### config.mk
export PLATFORM = sky130hd
export DESIGN_NAME = block_fetch_ctrl
export DESIGN_NICKNAME = d
export VERILOG_FILES = /design/src/rtl/block_fetch_ctrl.sv
export SDC_FILE = /design/constraint.sdc
export NUM_CORES = 1
export LEC_CHECK = 0
export BUFFER_PORTS_ARGS = -buffer_cell sky130_fd_sc_hd__buf_4
export CAP_MARGIN = 5
export CORE_MARGIN = 1.5
export CORE_UTILIZATION = 35
export CTS_CLUSTER_DIAMETER = 30
export DETAILED_ROUTE_END_ITERATION = 8
export GPL_ROUTABILITY_DRIVEN = 0
export PLACE_DENSITY = 0.61
export SYNTH_ARGS = -nofsm -noshare
export SYNTH_HDL_FRONTEND = slang
export SYNTH_SLANG_ARGS = --single-unit
### constraint.sdc
create_clock -name clk_clk -period 3.2 [get_ports clk_clk]
set_input_delay 0.16 -clock clk_clk [delete_from_list [all_inputs] [get_ports clk_clk]]
set_output_delay 0.16 -clock clk_clk [all_outputs]
set_load 0.05 [all_outputs]
### src/rtl/block_fetch_ctrl.sv
// Fetches a frame from the get3 pixel source in 8x8 block order, converts each pixel to luma,
// buffers one block and streams it to the DCT input over a valid/ready handshake.
module block_fetch_ctrl #(
    parameter int IMG_W   = 640,
    parameter int IMG_H   = 480,
    parameter int TIMEOUT = 255
) (
    input  logic        clk_clk,
    input  logic        reset_reset,
    input  logic        start,
    output logic        busy,
    output logic        frame_done,
    output logic        pix_req,
    output logic [10:0] pix_req_x,
    output logic [10:0] pix_req_y,
    input  logic        pix_valid,
    input  logic [10:0] pix_x,
    input  logic [10:0] pix_y,
    input  logic [7:0]  pix_r,
    input  logic [7:0]  pix_g,
    input  logic [7:0]  pix_b,
    output logic [7:0]  blk_data,
    output logic        blk_valid,
    input  logic        blk_ready,
    output logic        blk_last,
    output logic        err_coord,
    output logic        err_timeout
);

    localparam logic [7:0]  LAST_BC   = 8'(IMG_W / 8 - 1);
    localparam logic [7:0]  LAST_BR   = 8'(IMG_H / 8 - 1);
    localparam logic [15:0] LAST_WAIT = 16'(TIMEOUT - 1);

    typedef enum logic [1:0] {
        S_IDLE,
        S_REQ,
        S_WAIT,
        S_DRAIN
    } state_t;

    state_t      state_reg;
    logic [7:0]  bc_reg;
    logic [7:0]  br_reg;
    logic [5:0]  idx_reg;
    logic [5:0]  k_reg;
    logic [15:0] wait_cnt_reg;

    logic [7:0]  buf_mem [0:63];

    logic [15:0] luma_sum;
    logic [7:0]  luma;
    logic        take_sample;
    logic        wr_en;
    logic [7:0]  wr_data;
    logic        coord_bad;
    logic [5:0]  idx_next;
    logic [5:0]  k_next;
    logic        last_bc;
    logic        last_blk;
    logic [7:0]  bc_next;
    logic [7:0]  br_next;

    always_comb begin
        luma_sum    = 16'd77 * {8'd0, pix_r} + 16'd150 * {8'd0, pix_g}
                    + 16'd29 * {8'd0, pix_b} + 16'd128;
        luma        = 8'(luma_sum >> 8);
        // A timed-out pixel advances exactly like a returned one, but stores 0.
        take_sample = pix_valid || (wait_cnt_reg == LAST_WAIT);
        wr_en       = (state_reg == S_WAIT) && take_sample;
        wr_data     = pix_valid ? luma : 8'd0;
        coord_bad   = (pix_x != pix_req_x) || (pix_y != pix_req_y);
        idx_next    = idx_reg + 6'd1;
        k_next      = k_reg + 6'd1;
        last_bc     = (bc_reg == LAST_BC);
        last_blk    = last_bc && (br_reg == LAST_BR);
        bc_next     = last_bc ? 8'd0 : bc_reg + 8'd1;
        br_next     = last_bc ? br_reg + 8'd1 : br_reg;
    end

    always_ff @(posedge clk_clk) begin
        if (wr_en) begin
            buf_mem[idx_reg] <= wr_data;
        end
    end

    always_ff @(posedge clk_clk or posedge reset_reset) begin
        if (reset_reset) begin
            state_reg    <= S_IDLE;
            bc_reg       <= 8'd0;
            br_reg       <= 8'd0;
            idx_reg      <= 6'd0;
            k_reg        <= 6'd0;
            wait_cnt_reg <= 16'd0;
            busy         <= 1'b0;
            frame_done   <= 1'b0;
            pix_req      <= 1'b0;
            pix_req_x    <= 11'd0;
            pix_req_y    <= 11'd0;
            blk_data     <= 8'd0;
            blk_valid    <= 1'b0;
            blk_last     <= 1'b0;
            err_coord    <= 1'b0;
            err_timeout  <= 1'b0;
        end else begin
            pix_req    <= 1'b0;
            frame_done <= 1'b0;
            case (state_reg)
                S_IDLE: begin
                    if (start) begin
                        busy        <= 1'b1;
                        bc_reg      <= 8'd0;
                        br_reg      <= 8'd0;
                        idx_reg     <= 6'd0;
                        err_coord   <= 1'b0;
                        err_timeout <= 1'b0;
                        pix_req     <= 1'b1;
                        pix_req_x   <= 11'd0;
                        pix_req_y   <= 11'd0;
                        state_reg   <= S_REQ;
                    end
                end
                S_REQ: begin
                    wait_cnt_reg <= 16'd0;
                    state_reg    <= S_WAIT;
                end
                S_WAIT: begin
                    if (take_sample) begin
                        if (pix_valid && coord_bad) begin
                            err_coord <= 1'b1;
                        end
                        if (!pix_valid) begin
                            err_timeout <= 1'b1;
                        end
                        if (idx_reg == 6'd63) begin
                            // Slot 63 is being written this cycle; slot 0 is long settled.
                            k_reg     <= 6'd0;
                            blk_data  <= buf_mem[0];
                            blk_valid <= 1'b1;
                            blk_last  <= 1'b0;
                            state_reg <= S_DRAIN;
                        end else begin
                            idx_reg   <= idx_next;
                            pix_req   <= 1'b1;
                            pix_req_x <= {bc_reg, idx_next[2:0]};
                            pix_req_y <= {br_reg, idx_next[5:3]};
                            state_reg <= S_REQ;
                        end
                    end else begin
                        wait_cnt_reg <= wait_cnt_reg + 16'd1;
                    end
                end
                S_DRAIN: begin
                    if (blk_ready) begin
                        if (k_reg == 6'd63) begin
                            blk_valid <= 1'b0;
                            blk_last  <= 1'b0;
                            idx_reg   <= 6'd0;
                            if (last_blk) begin
                                frame_done <= 1'b1;
                                busy       <= 1'b0;
                                state_reg  <= S_IDLE;
                            end else begin
                                bc_reg    <= bc_next;
                                br_reg    <= br_next;
                                pix_req   <= 1'b1;
                                pix_req_x <= {bc_next, 3'd0};
                                pix_req_y <= {br_next, 3'd0};
                                state_reg <= S_REQ;
                            end
                        end else begin
                            k_reg    <= k_next;
                            blk_data <= buf_mem[k_next];
                            blk_last <= (k_next == 6'd63);
                        end
                    end
                end
                default: state_reg <= S_IDLE;
            endcase
        end
    end

endmodule

==> impl_metrics.yaml <==
grt:
  grt_util_met2_pct: 27.7
  grt_pass1_wl_um: 103000
  met1_usage_pct: 22.1
  busiest_layer: "met2"
  grt_pass1_vias: 17200
  track_usage_pct: 16.8
  antenna_found_initial: 3
  grt_start_max_net_pins: 56
  grtUsageMet3_pct: 3.97
  globalRouteOverflowTotal: 0
final_layout:
  drive_above_1_share_pct: 35.0
  n_fill_cell: 6588
  final_nets: 2263
  stdcell_count: 3190
  multi_input_comb_area_mm2: 0.00997
  largest_register_ffs: 512
  ff_latch_area_mm2: 0.0175
  area_growth_pct: 30.9
run_status:
  status: "finished with violations"
  violations: "setup timing"
setup_path:
  r2r-end: "blk_data[2]$_DFFE_PP0P_"
  crit_top_cell: "ha_4"
  crit_path_start_kind: "primary input"
  cp_data_arrival_time_ns: 6.23
  crit_fanout: 8
  cp_num_buf_inv: 7
  crit_path_start: "pix_g[4]"
  cp.required_ns: 3.57
  cp.depth: 25
  critPathCaptureType: "flop"
  reg2reg_from: "k_reg[0]$_DFFE_PP0P_"
  critPathSlowestCell: "fa_2"
  r2r_cells: 9
  cpLargestDelayFamily: "adder cells"
  crit_end: "buf_mem[13][7]$_DFFE_PP_"
  regToRegSetupSlack_ns: 0.04
  cp_slowest_stage_delay_ns: 0.55
  crit_type: "primary input to flop"
die:
  die_w_um: 284
  dieArea_mm2: 0.0804
  core-area_mm2: 0.0777
  start_util_pct: 35.5
  die_y_um: 284
  fp-row-count: 102
  ios: 88
clock_network:
  clock_sinks: 595
  clockBufferDepth: 3
  clk_pin_slew_ns: 0.04
  htree_levels: 3
  clock_latency_ns: 0.65
  root_buffer: "clkbuf_16"
  tritoncts: "yes"
  cts_buffers: 112
yosys:
  yosys.area.top_type: "edfxtp_1"
  synth_async_sr_flop_share_pct: 13.9
  yosysWarningCount: 0
  synthCells: 1682
  synth_top_area_share_pct: 55.8
  synth_edf_count: 512
  synth_cell_types: 65
  synth_nets: 1890
  synth_common_cells: "edfxtp_1, mux4_2, nor2_1, inv_1, ha_1"
  synth.avg_cell_area_um2: 16.4
  postSynth.topFlopCell: "edfxtp_1"
  synth_seq_area_share_pct: 63.3
  netlist_area_mm2: 0.0276
  synthTopCellsByArea: "edfxtp_1, mux4_2, dfrtp_1"
  synth-seq-cells: 595
  synth.most_common_cell: "edfxtp_1"
placed_design:
  dp_hpwl_um: 43500
  dp_cells: 2940
  io_buffer_count: 87
job:
  drv_cap: 0
drt:
  drtIter0Drc: 1270
  dr.pass1.iters: 5
  drcViolationCount: 0
  ant_nets: 0
  drt_wl_total_um: 67900
  vias_per_cell: 5.13
  wl_per_cell_um: 21.3
  vias: 16400
hold_path:
  min_from: "pix_x[0]"
  hp-class: "primary input to flop"
timing:
  setup_ws_ns: -2.66
  max_freq_mhz: 171
  setup_viol: 512
  hold_viol_final: 0
  relSlewSlack_pct: 36.2
  fin_crit_sh_pct: 183
  worst_pin_slew_ns: 0.956
  fin_skew_ns: 0.0295
  drv_slew: 0
  min_period_ns: 5.86
  fin_tns_setup_ns: -1213.39
  rsz0062_at_grt: "yes"
==> cell type report <==
| type | count | area share [%] |
|---|---|---|
| diodes | 2 | 0.0139 |
| clock buffers | 124 | 7.98 |
| clock inverters | 83 | 2.35 |
| inverters | 120 | 1.27 |
| multi-input cells | 902 | 27.7 |
| flip-flops and latches | 595 | 48.4 |
| well taps | 1040 | 3.61 |
| repair buffers | 324 | 8.72 |
==> cell families (layout without fill, tap and decap cells) <==
logic type                 Yosys count  in the layout  share of synthesized area [%]
AOI/OAI and AO/OA                  157            157                           3.61
xor gates and xnor gates            63             63                           2.06
adders and majority gates          157            157                           8.63
buffers and inverters              185            651                           2.78
DFF                                595            595                           63.3
muxes                              186            186                           14.0
other                                0              2                              0
and+or+nand+nor                    339            339                           5.56
==> worst min-delay path: cells and delay by family <==
family	cells	cell delay (ns)
buffers and inverters	1	0.08
xor gates and xnor gates	1	0.06
and+or+nand+nor	2	0.23
AOI/OAI and AO/OA	1	0.09
==> per-stage QoR <==
step           setup slack (ns)  hold slack, ns  utilization, %  area (um^2)
2_1_floorplan             -3.53           0.349               -        27900
3_3_place_gp              -3.30           0.401            40.4        31400
3_5_place_dp              -3.43           0.412            40.4        31400
4_1_cts                   -2.73          0.0162            45.8        35600
5_1_grt                   -2.83          0.0427            46.4        36100
6_report                  -2.66          0.0404            46.4        36100
==> cell usage in the layout (no fill, tap or decap), types with 11 or more instances in the layout <==
| master | Yosys | final |
|---|---|---|
| clkinv_2 | 0 | 23 |
| nand2_1 | 96 | 95 |
| edfxtp_1 | 512 | 512 |
| o21ai_0 | 66 | 62 |
| nor2_1 | 124 | 120 |
| ha_4 | 0 | 20 |
| nor3_1 | 15 | 11 |
| a21oi_1 | 19 | 11 |
| clkinvlp_4 | 0 | 17 |
| fa_1 | 55 | 49 |
| buf_4 | 1 | 266 |
| inv_1 | 117 | 106 |
| ha_1 | 102 | 79 |
| nand3_1 | 34 | 33 |
| dfrtp_1 | 83 | 82 |
| and3_1 | 13 | 12 |
| nand4_1 | 11 | 11 |
| xor2_1 | 23 | 19 |
| buf_12 | 0 | 28 |
| bufinv_16 | 0 | 12 |
| clkinv_1 | 2 | 18 |
| clkbuf_16 | 0 | 119 |
| mux4_2 | 160 | 160 |
| xnor2_1 | 38 | 35 |
| mux2i_1 | 25 | 24 |
==> layer usage <==
metal	vias up	part of all wire, %	wire (um)
li1	7248	-	-
met1	8427	42	28300
met2	565	49	33100
met3	123	7.1	4790
met4	6	2.3	1580
met5	-	0.14	92
==> how the worst min path moves through the flow <==
stage | to | slack (ns) | cells after the start
detailed placement | err_timeout$_DFFE_PP0P_ | 0.41 | 2
global placement | err_coord$_DFFE_PP0P_ | 0.40 | 2
CTS | err_coord$_DFFE_PP0P_ | 0.02 | 5
finish | err_coord$_DFFE_PP0P_ | 0.04 | 5
floorplan | err_coord$_DFFE_PP0P_ | 0.35 | 2
global route | err_coord$_DFFE_PP0P_ | 0.04 | 5
==> repair_timing <==
action                                 4_1_cts  5_1_grt
setup endpoints to repair                  512      513
hold buffers                                 5        0
gates cloned                                 9       10
resized for setup                           22       36
setup buffers                               13       10
pin swaps                                   10       35
endpoints found under the hold margin       64        0
Power is not shown: default switching activity piles up to over one toggle a cycle in this logic, so the estimate is an artifact.
